--- src/rtl/cpu_bus_responder.sv ---
// -----------------------------------------------------------------------------
// cpu_bus_responder
//
// Target-side bus responder for the 65C816 core. A CPU bus cycle is captured,
// forwarded to a backend memory port over a req/ack handshake, and held until
// both the backend has acknowledged and a region-dependent minimum number of
// wait states has elapsed. The core is stalled through CPU_EN meanwhile.
// Banks $E0/$E1 (Mega II) use SLOW_WAIT; every other bank uses FAST_WAIT.
//
// Optional feature macro: BUS_TIMEOUT_EN
//   Defined   : an ACCESS phase without an ACK is forced to complete after
//               TIMEOUT cycles; reads return 8'hFF and TIMEOUT_ERR pulses.
//   Undefined : ACCESS waits indefinitely for MEM_ACK; TIMEOUT_ERR is 0.
//
// Ports
//   CLK, RST_N      clock, asynchronous active-low reset
//   REQ, WE         CPU cycle valid (held until CPU_EN=1), 1=write
//   ADDR, WDATA     CPU {bank,address} and write data
//   RDATA           registered read data to CPU
//   CPU_EN          core clock-enable (combinational), 0 stalls the core
//   MEM_REQ/WE      registered backend request / write strobe
//   MEM_ADDR/WDATA  registered backend address / write data
//   MEM_ACK/RDATA   backend acknowledge and read data
//   SLOW_CYC        captured cycle targets bank $E0/$E1
//   TIMEOUT_ERR     one-cycle pulse on forced completion
// -----------------------------------------------------------------------------
module cpu_bus_responder #(
    parameter int FAST_WAIT = 0,
    parameter int SLOW_WAIT = 3,
    parameter int TIMEOUT   = 64
) (
    input  logic        CLK,
    input  logic        RST_N,
    input  logic        REQ,
    input  logic        WE,
    input  logic [23:0] ADDR,
    input  logic [7:0]  WDATA,
    output logic [7:0]  RDATA,
    output logic        CPU_EN,
    output logic        MEM_REQ,
    output logic        MEM_WE,
    output logic [23:0] MEM_ADDR,
    output logic [7:0]  MEM_WDATA,
    input  logic        MEM_ACK,
    input  logic [7:0]  MEM_RDATA,
    output logic        SLOW_CYC,
    output logic        TIMEOUT_ERR
);

    typedef enum logic [1:0] {
        S_IDLE   = 2'd0,
        S_ACCESS = 2'd1,
        S_DONE   = 2'd2
    } state_t;

    localparam logic [3:0] LP_FAST = 4'(FAST_WAIT);
    localparam logic [3:0] LP_SLOW = 4'(SLOW_WAIT);

    state_t      r_state;
    state_t      w_next;
    logic [3:0]  r_wcnt;
    logic        r_ack_seen;
    logic [7:0]  r_rdata;
    logic        r_mem_req;
    logic        r_mem_we;
    logic [23:0] r_mem_addr;
    logic [7:0]  r_mem_wdata;
    logic        r_slow;

    logic        w_slow;
    logic        w_ack_any;
    logic        w_tmo;

    // Banks $E0 and $E1 differ only in ADDR[16].
    assign w_slow    = (ADDR[23:17] == 7'b1110000);
    // An ACK in the current cycle counts as seen for the exit decision.
    assign w_ack_any = r_ack_seen | MEM_ACK;

`ifdef BUS_TIMEOUT_EN
    localparam logic [6:0] LP_TMO_LAST = 7'(TIMEOUT - 1);

    logic [6:0] r_tcnt;
    logic       r_tmo_err;

    // Only fires if no ACK has been (or is being) seen this transaction.
    assign w_tmo = (r_state == S_ACCESS) && !w_ack_any && (r_tcnt == LP_TMO_LAST);

    always_ff @(posedge CLK or negedge RST_N) begin
        if (!RST_N) begin
            r_tcnt    <= 7'd0;
            r_tmo_err <= 1'b0;
        end else begin
            r_tmo_err <= w_tmo;
            if (r_state == S_IDLE) begin
                r_tcnt <= 7'd0;
            end else if (r_state == S_ACCESS) begin
                r_tcnt <= r_tcnt + 7'd1;
            end
        end
    end

    assign TIMEOUT_ERR = r_tmo_err;
`else
    assign w_tmo       = 1'b0;
    assign TIMEOUT_ERR = 1'b0;
`endif

    // ---------------------------------------------------------------- FSM
    always_ff @(posedge CLK or negedge RST_N) begin
        if (!RST_N) begin
            r_state <= S_IDLE;
        end else begin
            r_state <= w_next;
        end
    end

    always_comb begin
        w_next = r_state;
        CPU_EN = 1'b0;
        case (r_state)
            S_IDLE: begin
                CPU_EN = !REQ;
                if (REQ) begin
                    w_next = S_ACCESS;
                end
            end
            S_ACCESS: begin
                // Exit uses the counter value before this cycle's decrement.
                if (w_tmo || (w_ack_any && (r_wcnt == 4'd0))) begin
                    w_next = S_DONE;
                end
            end
            S_DONE: begin
                CPU_EN = 1'b1;
                w_next = S_IDLE;
            end
            default: begin
                w_next = S_IDLE;
            end
        endcase
    end

    // ----------------------------------------------------------- datapath
    always_ff @(posedge CLK or negedge RST_N) begin
        if (!RST_N) begin
            r_wcnt      <= 4'd0;
            r_ack_seen  <= 1'b0;
            r_rdata     <= 8'd0;
            r_mem_req   <= 1'b0;
            r_mem_we    <= 1'b0;
            r_mem_addr  <= 24'd0;
            r_mem_wdata <= 8'd0;
            r_slow      <= 1'b0;
        end else begin
            case (r_state)
                S_IDLE: begin
                    if (REQ) begin
                        r_mem_addr  <= ADDR;
                        r_mem_we    <= WE;
                        r_mem_wdata <= WDATA;
                        r_mem_req   <= 1'b1;
                        r_slow      <= w_slow;
                        r_wcnt      <= w_slow ? LP_SLOW : LP_FAST;
                        r_ack_seen  <= 1'b0;
                    end
                end
                S_ACCESS: begin
                    if (r_wcnt != 4'd0) begin
                        r_wcnt <= r_wcnt - 4'd1;
                    end
                    // Only the first ACK is taken; later pulses (or a held
                    // ACK) must not overwrite the captured read data.
                    if (MEM_ACK && !r_ack_seen) begin
                        r_ack_seen <= 1'b1;
                        r_mem_req  <= 1'b0;
                        if (!r_mem_we) begin
                            r_rdata <= MEM_RDATA;
                        end
                    end else if (w_tmo) begin
                        r_mem_req <= 1'b0;
                        if (!r_mem_we) begin
                            r_rdata <= 8'hFF;
                        end
                    end
                end
                S_DONE: begin
                    r_mem_we <= 1'b0;
                    r_slow   <= 1'b0;
                end
                default: begin
                end
            endcase
        end
    end

    assign RDATA     = r_rdata;
    assign MEM_REQ   = r_mem_req;
    assign MEM_WE    = r_mem_we;
    assign MEM_ADDR  = r_mem_addr;
    assign MEM_WDATA = r_mem_wdata;
    assign SLOW_CYC  = r_slow;

    // Wait counters are 4 bits wide and the timeout counter is 7 bits wide.
    a_params: assert property (@(posedge CLK)
        (FAST_WAIT >= 0) && (FAST_WAIT <= 15) &&
        (SLOW_WAIT >= 0) && (SLOW_WAIT <= 15) &&
        (TIMEOUT >= 1) && (TIMEOUT <= 128));

endmodule

--- config.mk ---
export PLATFORM = sky130hd
export DESIGN_NAME = cpu_bus_responder
export DESIGN_NICKNAME = d
export VERILOG_FILES = /design/src/rtl/cpu_bus_responder.sv
export SDC_FILE = /design/constraint.sdc
export NUM_CORES = 1
export LEC_CHECK = 0
export ABC_AREA = 0
export CAP_MARGIN = 40
export CORE_ASPECT_RATIO = 0.75
export CORE_MARGIN = 3
export CORE_UTILIZATION = 41
export DETAILED_ROUTE_END_ITERATION = 8
export PLACE_DENSITY = 0.82
export SLEW_MARGIN = 20
export SYNTH_ARGS = -nofsm -noshare
export SYNTH_HDL_FRONTEND = slang
export SYNTH_SLANG_ARGS = --single-unit
--- constraint.sdc ---
create_clock -name CLK -period 2 [get_ports CLK]
set_input_delay 0.3 -clock CLK [delete_from_list [all_inputs] [get_ports CLK]]
set_output_delay 0.3 -clock CLK [all_outputs]
set_load 0.01 [all_outputs]
Yosys cells after proc, flatten, opt, wreduce, memory -nomap -nowiden
Cells that the tools add are included.
{"block": "classes", "add_sub_neg": 1, "n_mux": 18, "eq_ne": 7, "n_bitwise": 2, "reduce_logical": 15}
{"op": "1-bit case mux with 2 select lines", "count": 5}
{"op": "3-bit AND reduction", "count": 3}
{"op": "4-bit 2-to-1 mux", "count": 2}
{"op": "2-bit inequality test (second input constant)", "count": 4}
{"op": "4-bit case mux with 2 select lines", "count": 1}
{"op": "7-bit == test (second input constant)", "count": 1}
{"op": "1-bit 2-to-1 mux", "count": 6}
{"op": "2-bit 2-to-1 mux", "count": 3}
{"op": "2-bit AND reduction", "count": 3}
{"op": "4-bit zero test", "count": 1}
{"op": "2-bit case mux with 2 select lines", "count": 1}
{"op": "2-bit nonzero test", "count": 2}
{"op": "4-bit nonzero test", "count": 1}
{"op": "4-bit by 1-bit subtractor with 4-bit output (second input constant)", "count": 1}
{"op": "2-bit by 1-bit == test with 1-bit output (second input constant)", "count": 1}
{"op": "2-bit == test (second input constant)", "count": 1}
{"op": "1-bit logical AND", "count": 2}
{"op": "1-bit zero test", "count": 2}
{"op": "2-bit zero test", "count": 1}
{"op": "1-bit NOT", "count": 1}
{"op": "1-bit bitwise OR", "count": 1}
{"block": "totals", "in_bits": 45, "out_inout_bits": 45, "word_cells": 52, "register_bits": 50}

Longest topological paths before layout
Gate-level depths: netlist of the first run.
{"block": "depth", "depth_word": 4, "ltp_mapped": 6, "ltp_nobuf": 5}

Worst setup path before layout of the first run
OpenSTA, ideal clock, no wires.
{"block": "synth_path", "path_kind": "reg2reg", "start": "register r_state[1]", "end": "register r_mem_addr[15], in the netlist MEM_ADDR[15]", "required_ns": 1.875, "t_arrival_ns": 1.442, "setup_time_ns": 0.125, "path_slack_ns": 0.433, "stages_incl_launch_ff": 7, "n_path_buf": 3, "path_cell_list": "dfrtp_1 -> buf_2 -> inv_1 -> and3_1 -> buf_2 -> buf_2 -> mux2_2"}
{"block": "synth_between", "elab_chain_len": 2}
{"item": "start: declaration", "line": "59", "source": "state_t r_state;"}
{"item": "start signal: assignment", "line": "113", "source": "r_state <= w_next;"}
{"item": "2-bit zero test", "line": "155", "source": "case (r_state)"}
{"item": "2-bit AND reduction (no line)"}
{"item": "end signal: assignment", "line": "151", "source": "r_mem_addr <= 24'd0;"}
{"item": "end signal: assignment", "line": "158", "source": "r_mem_addr <= ADDR;"}
{"item": "end: declaration", "line": "66", "source": "logic [23:0] r_mem_addr;"}
No other way between the ends.
A chain may end at the register's enable or synchronous reset.

Worst setup path in the final report of the first run
{"block": "layout_path", "start": "register r_state[1]", "end": "output port CPU_EN"}
{"block": "layout_between", "elab_chain_len": 2, "elab_cells_between_ends": 3}
{"item": "2-bit == test or 2-bit zero test (tied branches)", "line": "120", "source": "case (r_state)"}
{"item": "1-bit case mux with 2 select lines (*)", "line": "120"}
{"item": "end: declaration", "line": "39", "source": "output logic CPU_EN,"}
Every way passes the cells marked *; elsewhere a longest branch is shown, timed or not.

==> results of run 1 <==
[timing repair]
| action | in CTS | in global routing |
|---|---|---|
| hold endpoints to repair | 18 | 0 |
| endpoints found under the setup margin | 0 | 0 |
| hold buffers | 1 | 0 |
[stage by stage]
stage | instances | setup WS [ns] | utilization | cell area (sq um) | hold slack (ns)
after floorplan | 143 | 0.4328 | - | 2039 | 0.004409
after global placement | 286 | 0.1572 | 0.6480 | 2997 | 0.2699
after CTS | 294 | 0.08589 | 0.6675 | 3087 | 0.4818
final | 294 | 0.09439 | 0.6675 | 3087 | 0.4887
after detailed placement | 286 | 0.1441 | 0.6480 | 2997 | 0.2692
after global routing | 294 | 0.01645 | 0.6675 | 3087 | 0.5239
[layout make-up]
| type | count | area (sq um) |
|---|---|---|
| Inverter | 6 | 22.52 |
| Clock buffer | 6 | 72.57 |
| Clock inverter | 1 | 7.507 |
| Multi-Input combinational cell | 80 | 725.7 |
| Fill cell | 373 | 1538 |
| Timing Repair Buffer | 94 | 935.9 |
| Tap cell | 57 | 71.32 |
| Sequential cell | 50 | 1251 |
[state kept, by name, indices dropped and copies added (netlist names)]
register    flops
MEM_ADDR       24
r_wcnt          4
SLOW_CYC        1
r_state         2
MEM_WDATA       8
MEM_REQ         1
r_ack_seen      1
MEM_WE          1
RDATA           8
[cells by family (layout without fill, tap and decap cells)]
family	count (synthesis)	after routing	synth area share
flops	50	50	0.6135
mux	41	41	0.2264
simple gates	22	22	0.07178
compound gates	14	14	0.04356
buf+inv	13	107	0.03067
fa+ha+maj	2	2	0.01227
other cells	1	1	0.001839
[where the power goes]
part	switching (W)	internal, W
sequential	0.000313	0.00151
clock	0.000300	0.000240
combinational	0.000816	0.00141
[synthesized netlist by cell type, types with 2 or more instances]
library cell  number  area share
inv_1              6       0.011
nand4b_1           2      0.0086
ha_1               2       0.012
o21ai_0            5       0.012
dfrtp_1           50        0.61
or3_1              2      0.0061
mux2_2            40        0.22
nor4_1             2      0.0061
buf_2              5       0.012
a21oi_1            3      0.0074
buf_4              2      0.0074
nor2b_1            2      0.0061
nor2_1             4      0.0074
nand2b_1           2      0.0061
o31ai_1            2      0.0074
[critical path, cell delays in order, from the launching register on]
cell and delay [ns]:
dfrtp_1 0.51, inv_1 0.09, a21oi_1 0.16, clkdlybuf4s50_1 0.57
[final timing paths]
kind | startpoint | slack (ns) | to
setup / recovery | r_state[1] | 0.09 | CPU_EN
hold / removal | RST_N | 0.49 | MEM_WDATA[7]
setup reg to reg | r_wcnt[0] | 0.18 | r_wcnt[1]
hold reg to reg | MEM_REQ | 0.49 | MEM_REQ
max in group asynchronous | RST_N | 0.93 | r_wcnt[1]
min in group CLK | MEM_REQ | 0.49 | MEM_REQ
[layer usage]
metal  part of all wire  track usage
met4             0.0039      0.01916
met1               0.41       0.1992
met5                  0            0
met3               0.10      0.08158
met2               0.48       0.2622
==> summary.txt, run 1 <==
Outcome
  – Outcome: completed

Clocking
  – Max Buffers Root-to-Sink: 2
  – CTS buffer count: 5
  – CTS Root Cell: clkbuf_8
  – CTS tree: built
  – Post-CTS setup buffers: 0
  – Clock slew at reported path FFs: ~0.08 ns
  – Sink Count: 50
  – Clock latency at the later pin of the worst-skew pair: between 0.2 and 0.3 ns
  – CTS H-Tree Depth: 2
  – Number of gates resized after CTS: 0

Synth
  – Mapped Avg Cell Area: around 14 sq um
  – Syn Inst Count: 143
  – FFs w/ async S/R, synth: 1.000
  – EDFF count, synth: 0
  – Syn_nets: 190
  – Post-synthesis register bit count: 50
  – Post-synthesis cell area: a little over 2000 sq um
  – Count of different cell masters after synthesis: 29
  – Sequential-to-total area share from yosys stat: 0.6135
  – Predominant post-synthesis flop cell: dfrtp_1
  – Synth warn: 0

Timing
  – Tmin final: roughly 1.9 ns
  – Final hold vios: 0
  – Post-route setup TNS: 0 ns
  – Final worst-path cycle share: 0.9528
  – Worst Skew: 0.004819 ns
  – RSZ-0062 raised after global routing: no
  – Max-slew violation count: 0
  – Final setup violation count: 0
  – Fmax: roughly 520 MHz

Setup path
  – Worst Setup Path Type: reg2out
  – CP max FO: 10
  – Crit end category: output port
  – Crit path DAT: 1.61 ns
  – Critical path data required time: approximately 1.7 ns
  – Worst Reg-to-Reg Cells: 5
  – Worst Setup Start Kind: flip-flop

Floorplan
  – Starting Density: 0.4410
  – Cell Rows: 21
  – Die ar.: between 5000 and 6000 sq um
  – Die Y: approximately 67 microns
  – Die Span X: around 87 microns
  – Core Footprint: roughly 4600 sq um
  – Ports: 90

Min path
  – Hold Path Class: in2async

Final layout
  – Nets: approximately 280
  – Share of cells above drive strength 1: 0.2321
  – Layout area overhead: 51.35%
  – # diodes: 0
  – Most common cell after layout, fill and taps aside: clkdlybuf4s50_1
  – Commonest cells after routing, fill and taps aside: clkdlybuf4s50_1 (87), dfrtp_1 (50), mux2_2 (40), inv_1 (6)

Power
  – Pwr Density: ~1500 nW/um^2
  – LEAKAGE: 1.291 nW
  – Worst VDD drop: about 0.91 mV
  – PnR Total Power: approximately 0.0046 W

Detailed routing
  – DR WL/cell: 15.55 microns
  – Initial DRC Count: 51
  – Antenna viol nets, final: 0
  – DRT Pass-1 Iters: 4
  – Routed WL: around 4600 microns
  – DR vias/cell: between 4 and 5
  – # DRC: 0
  – Vias: ~1400

Job
  – Max Cap Viol: 0

Placement
  – GP Congestion: ~0.72
  – IO Port Bufs: between 80 and 90
  – HPWL after DPL: 3491 microns

Global route
  – Number of global-route vias before repair: about 1500
  – GR Overflow Total: 0
  – Global-route wire length before repair: about 7300 microns
  – Initial antenna violation count: 0
  – Pin count of the biggest net entering global routing: 24
  – All-Layer GR Usage: 0.1616
No activity file was read; power rests on OpenSTA's default activity.
==> run 2: changes to the inputs <==
--- a/config.mk
+++ b/config.mk
@@ -9,9 +9,10 @@
 export CAP_MARGIN = 40
 export CORE_ASPECT_RATIO = 0.75
 export CORE_MARGIN = 3
-export CORE_UTILIZATION = 41
+export CORE_UTILIZATION = 55
 export DETAILED_ROUTE_END_ITERATION = 8
-export PLACE_DENSITY = 0.82
+export DONT_BUFFER_PORTS = 1
+export PLACE_DENSITY = 0.73
 export SLEW_MARGIN = 20
 export SYNTH_ARGS = -nofsm -noshare
 export SYNTH_HDL_FRONTEND = slang
==> run 2 against run 1 <==
Net effect:
- sequential share of layout area increased by 16 points
- register-to-register slack about the same
- wire length decreased by 18%
- global-route usage increased by 1.2 points
- setup slack improved by 0.099 ns
- clock skew decreased by 0.0017 ns
- sequential power increased by 16%
- critical endpoint is now r_wcnt[1]
- highest routed layer unchanged
==> summary.txt, run 2 (synthesized netlist as in run 1, its figures left out) <==
Global route
  – GR Overflow Total: 0
  – Number of global-route vias before repair: ~1200
  – Initial antenna violation count: 0
  – Global-route wire length before repair: between 5000 and 6000 microns
  – Pin count of the biggest net entering global routing: 51
  – All-Layer GR Usage: 0.1738

Timing
  – RSZ-0062 raised after global routing: no
  – Final hold slack: about 0.1 ns
  – Fmax: approximately 550 MHz
  – Final worst-path cycle share: 0.9035
  – Tmin final: approximately 1.8 ns
  – Max-slew violation count: 0
  – Final setup violation count: 0
  – Post-route setup TNS: 0 ns
  – Final hold vios: 0
  – Worst Skew: 0.003128 ns

Placement
  – IO Port Bufs: 0
  – HPWL after DPL: between 2000 and 3000 microns
  – GP Congestion: around 0.72

Setup path
  – Crit end category: flip-flop
  – Worst Setup Start Kind: flip-flop
  – Worst Setup Path Type: reg2reg
  – CP max FO: 5
  – Critical path data required time: 2.19 ns
  – Crit path DAT: approximately 2 ns

Power
  – Flop pwr share: 0.575
  – Pwr Density: roughly 1700 nW/um^2
  – Switching Fraction: 0.3562
  – Internal cell power: around 0.0024 W
  – Combinational power share: 0.273
  – Worst VDD drop: 0.7940 mV
  – NetSw: 0.001317 W
  – Clock share of power: 0.153
  – LEAKAGE: about 0.95 nW

Clocking
  – Clock slew at reported path FFs: around 0.080 ns
  – Clock latency at the later pin of the worst-skew pair: about 0.3 ns
  – CTS tree: built
  – CTS H-Tree Depth: 2
  – CTS Root Cell: clkbuf_8
  – Max Buffers Root-to-Sink: 2
  – Post-CTS setup buffers: 0
  – Sink Count: 50
  – CTS buffer count: 5
  – Number of gates resized after CTS: 0
  – Hold-fix buffer count after cts: 2

Detailed routing
  – DR WL/cell: around 19 microns
  – Vias: 1096
  – Initial DRC Count: 23
  – Antenna viol nets, final: 0
  – DR vias/cell: 5.563
  – # DRC: 0
  – DRT Pass-1 Iters: 2
  – Routed WL: between 3000 and 4000 microns

Floorplan
  – Cell Rows: 18
  – Die Y: 58.74 microns
  – Die ar.: 4482 sq um
  – Die Span X: ~76 microns
  – Starting Density: 0.5958
  – Ports: 90
  – Core Footprint: between 3000 and 4000 sq um

Final layout
  – Nets: 193
  – Max FFs per register: 24
  – Multi-input combinational cell area: 725.7 sq um
  – Commonest cells after routing, fill and taps aside: dfrtp_1 (50), mux2_2 (40), inv_1 (6), o21ai_0 (5), clkbuf_8 (5)
  – Most common cell after layout, fill and taps aside: dfrtp_1
  – Share of cells above drive strength 1: 0.3537
  – Fillers: 275
  – Layout area overhead: 8.160%
  – FF+latch area: between 1000 and 1500 sq um
  – Final Util: 0.6444
  – # diodes: 0

Outcome
  – Outcome: completed

Min path
  – Hold Path Class: in2reg

Job
  – Max Cap Viol: 0
==> run 2: changes by cell type in the layout (fill, tap and decap cells not counted) <==
cell             before  now
buf_16                0    1
buf_2                 1    0
buf_4                 4    0
clkdlybuf4s50_1      87    0
clkinv_2              0    1
clkinv_4              0    1
clkinvlp_4            1    0
==> run 2: cell type report <==
| type | instances | area share |
|---|---|---|
| tap | 50 | 0.02836 |
| clock buffer | 6 | 0.03290 |
| inverter | 6 | 0.01021 |
| timing repair buffer | 3 | 0.02609 |
| sequential | 50 | 0.5672 |
| clock inverter | 2 | 0.006239 |
| multi-input combinational | 80 | 0.3290 |
==> run 2: worst max-delay path: stages (launching register included) <==
cell and delay, ns:
dfrtp_1 0.42, inv_1 0.11, ha_1 0.19, nor4bb_1 0.42
or3_1 0.22, mux2_2 0.34
==> run 2: routing by layer <==
metal,GRT usage,part of all wire,vias up
li1,-,-,506
met1,0.1986,0.41,544
met2,0.2929,0.50,38
met3,0.06881,0.070,8
met4,0.08269,0.016,0
met5,0,0,-
==> run 2: power groups by stage <==
| stage | Sequential (W) | Combinational, W | Clock [W] |
|---|---|---|---|
| final | 0.00213 | 0.00101 | 0.000564 |
| after floorplan | 0.00199 | 0.000899 | 0 |
| after detailed placement | 0.00214 | 0.00100 | 0 |
| after global routing | 0.00219 | 0.00113 | 0.000627 |
| after global placement | 0.00213 | 0.000933 | 0 |
| after CTS | 0.00213 | 0.00102 | 0.000584 |
==> run 2: path summary, 6_finish.rpt <==
check                      cells past startpoint  startpoint         end  slack (ns)
max reg2reg                                    5   r_wcnt[0]   r_wcnt[1]        0.19
max in group asynchronous                      2       RST_N      MEM_WE        1.30
max                                            5   r_wcnt[0]   r_wcnt[1]        0.19
min                                            1     MEM_ACK  r_state[0]         0.1
min reg2reg                                    1  r_ack_seen  r_state[0]        0.52
min in group asynchronous                      2       RST_N    RDATA[5]        0.49
==> run 2: through the flow <==
stage / cell area [sq um] / total power (W) / setup WS [ns] / std cells
2_1_floorplan: 2039 / 0.002885 / 0.4328 / 143
3_3_place_gp: 2082 / 0.003064 / 0.3792 / 187
3_5_place_dp: 2082 / 0.003143 / 0.2284 / 187
4_1_cts: 2206 / 0.003740 / 0.2169 / 197
5_1_grt: 2206 / 0.003945 / 0.08532 / 197
6_report: 2206 / 0.003697 / 0.1930 / 197
==> run 3: changes to the inputs <==
==> constraint.sdc (replaced) <==
create_clock -name CLK -period 2 [get_ports CLK]
set_input_delay 0.3 -clock CLK [delete_from_list [all_inputs] [get_ports CLK]]
set_output_delay 0.3 -clock CLK [all_outputs]
set_load 0.1 [all_outputs]
==> run 3 against run 2 <==
Net effect:
- the run now fails in 5_1_grt
- area after synthesis stayed put
- synthesized cell count stayed put
==> summary.txt, run 3 <==
Placement
  – IO Port Bufs: 0
  – Placed insts: 220
  – DP Worst Slack: roughly 0.32 ns
  – GP Congestion: about 0.75
  – HPWL after DPL: ~3100 microns

Synth
  – Post-synthesis register bit count: 50
  – Post-synthesis cell area: just over 2000 sq um
  – Syn_nets: 190
  – Largest area contributor in the netlist: dfrtp_1
  – Synth top area share: 0.6135
  – Count of different cell masters after synthesis: 29
  – Most frequent cells after synthesis: dfrtp_1 (50), mux2_2 (40), inv_1 (6), buf_2 (5), o21ai_0 (5)
  – Syn Inst Count: approximately 140
  – EDFF count, synth: 0
  – Mapped Avg Cell Area: approximately 14 sq um
  – Sequential-to-total area share from yosys stat: 0.6135
  – FFs w/ async S/R, synth: 1.000
  – Predominant post-synthesis flop cell: dfrtp_1
  – Top cells by area, synth: dfrtp_1 (61%), mux2_2 (22%), buf_2 (1.2%)
  – Synth warn: 0
  – Count leader, synth: dfrtp_1

Clocking
  – CTS Root Cell: clkbuf_8
  – Sink Count: 50
  – Post-CTS setup buffers: 0
  – Hold-fix buffer count after cts: 2
  – Max Buffers Root-to-Sink: 2
  – CTS H-Tree Depth: 2
  – CTS buffer count: 5
  – Number of gates resized after CTS: 0

Timing
  – Post-GRT worst EP: r_wcnt[3]$_DFFE_PN0P_/D
  – WEP type: register input

Floorplan
  – Starting Density: 0.5958
  – Die Y: 58.74 microns
  – Cell Rows: 18
  – Ports: 90
  – Die Span X: approximately 76 microns

Global route
  – Initial antenna violation count: 0
  – Pin count of the biggest net entering global routing: a little over 50

Outcome
  – Error msg: [ERROR DPL-0033] detailed placement checks failed during check placement.
  – Last stage: 5_1_grt
  – Outcome: stopped before the end
[run 3: cells by family after synthesis]
family,synth area share
AOI/OAI and AO/OA,0.04356
adders and majority gates,0.01227
buffers and inverters,0.03067
DFF,0.6135
muxes,0.2264
other,0.001839
and+or+nand+nor,0.07178
[run 3: stage by stage]
step           hold slack, ns  cell area [sq um]  utilization
2_1_floorplan        0.004409               2043            -
3_3_place_gp         0.005372               2123       0.6202
3_5_place_dp         0.005228               2561       0.7482
4_1_cts               0.09422               2705       0.7902
==> run 4: changes to the inputs <==
--- a/config.mk
+++ b/config.mk
@@ -7,12 +7,11 @@
 export LEC_CHECK = 0
 export ABC_AREA = 0
 export CAP_MARGIN = 40
-export CORE_ASPECT_RATIO = 0.75
 export CORE_MARGIN = 3
-export CORE_UTILIZATION = 55
+export CORE_UTILIZATION = 40
 export DETAILED_ROUTE_END_ITERATION = 8
 export DONT_BUFFER_PORTS = 1
-export PLACE_DENSITY = 0.73
+export PLACE_DENSITY_LB_ADDON = 0.15
 export SLEW_MARGIN = 20
 export SYNTH_ARGS = -nofsm -noshare
 export SYNTH_HDL_FRONTEND = slang
==> run 4 against run 3 <==
Net effect:
- the flow now finishes without violations
==> summary.txt, run 4 (synthesized netlist as in run 1, its figures left out) <==
Outcome
  – Outcome: completed

Timing
  – Relative slew slack: 0.3935
  – Final worst-path cycle share: 0.9292
  – Worst Tran Pin Value: between 0.9 and 1 ns
  – Fmax: between 500 and 600 MHz
  – RSZ-0062 raised after global routing: no
  – Tmin final: 1.858 ns
  – Max-slew violation count: 0
  – Final setup violation count: 0
  – Post-route setup TNS: 0 ns
  – Final hold vios: 0
  – Worst Skew: 0.006154 ns
  – Final hold slack: 0.1035 ns

Floorplan
  – Die Y: just under 80 microns
  – Die ar.: 5992 sq um
  – Die Span X: roughly 77 microns
  – Ports: 90
  – Cell Rows: 25
  – Core Footprint: just under 5000 sq um
  – Starting Density: 0.4234

Placement
  – GP Congestion: 0.7461
  – Placed insts: 250
  – HPWL after DPL: 3367 microns
  – IO Port Bufs: 0

Clocking
  – CTS buffer count: 5
  – CTS H-Tree Depth: 2
  – Number of gates resized after CTS: 0
  – CTS tree: built
  – Max Buffers Root-to-Sink: 2
  – Sink Count: 50
  – Hold-fix buffer count after cts: 2
  – Clock latency at the later pin of the worst-skew pair: 0.30 ns
  – Clock slew at reported path FFs: 0.08 ns
  – Post-CTS setup buffers: 0
  – CTS Root Cell: clkbuf_8

Final layout
  – Fin cells: between 200 and 300
  – Fillers: 340
  – Most common cell after layout, fill and taps aside: dfrtp_1
  – Final Util: 0.6956
  – Commonest cells after routing, fill and taps aside: dfrtp_1 (50), mux2_2 (40), buf_16 (30), buf_1 (20), clkbuf_1 (17)
  – Layout area overhead: 64.29%
  – # diodes: 0
  – Max FFs per register: 24
  – Nets: approximately 270
  – Share of cells above drive strength 1: 0.4189

Global route
  – GR Overflow Total: 0
  – All-Layer GR Usage: 0.1525
  – Number of global-route vias before repair: about 1500
  – Pin count of the biggest net entering global routing: 51
  – Global-route wire length before repair: between 7000 and 8000 microns
  – Initial antenna violation count: 0

Detailed routing
  – DR WL/cell: around 16 microns
  – Initial DRC Count: 68
  – Vias: ~1400
  – DR vias/cell: around 5
  – Antenna viol nets, final: 0
  – # DRC: 0
  – DRT Pass-1 Iters: 4
  – Routed WL: 4726 microns

Job
  – Max Cap Viol: 0

Setup path
  – Critical path's slowest cell: nor4bb_1
  – Crit path max-delay family: simple AND/OR/NAND/NOR gates
  – Crit end category: flip-flop
  – Crit path DAT: about 2.0 ns
  – Crit-path max cell delay: between 0.4 and 0.5 ns
  – Critical path data required time: about 2.2 ns
  – CP cell instances: inv_1 > ha_1 > nor4bb_1 > or3_1 > mux2_2
  – Worst path bufs/invs: 1
  – Worst Setup Path Type: reg2reg
  – Worst Setup Start Kind: flip-flop
  – CP max FO: 5

Min path
  – Hold Path Class: in2reg
-- run 4: worst paths after layout --
check	start	endpoint	slack [ns]	cells past startpoint
worst max-delay path	r_wcnt[0]	r_wcnt[1]	0.14	5
worst min-delay path	MEM_ACK	r_state[0]	0.10	1
worst max register to register	r_wcnt[0]	r_wcnt[1]	0.14	5
worst min register to register	MEM_REQ	MEM_REQ	0.52	1
max in group asynchronous	RST_N	MEM_ADDR[16]	1.28	2
min in group asynchronous	RST_N	RDATA[7]	0.50	2
-- run 4: metal layers --
layer  track usage  up-vias  share of wire
met1        0.1764      693           0.38
met2        0.2634       52           0.54
li1              -      659              -
met4       0.04982        0          0.018
met5             0        -              0
met3       0.05336       10          0.062
-- run 4: worst reg2reg max path: stages, from the launching register on --
cell,delay (ns)
dfrtp_1,0.43
inv_1,0.10
ha_1,0.19
nor4bb_1,0.46
or3_1,0.23
mux2_2,0.34
-- run 4: per-stage QoR --
stage,setup WS [ns],area (sq um)
floorplan,0.2911,2043
global placement,0.3768,2133
detailed placement,0.1792,2786
CTS,0.1592,2967
global route,0.009469,3351
finish,0.1415,3351
-- run 4: layout make-up --
type	count	area, sq um	share of cell area
clock inverters	2	60.06	0.01792
clock buffers	6	82.58	0.02465
repair buffers	78	1120	0.3342
multi-input cells	80	730.7	0.2181
well taps	67	83.83	0.02502
inverters	6	22.52	0.006721
flip-flops and latches	50	1251	0.3734
Power of run 4 is not shown: default switching activity piles up to over one toggle a cycle in this logic, so the estimate is an artifact.
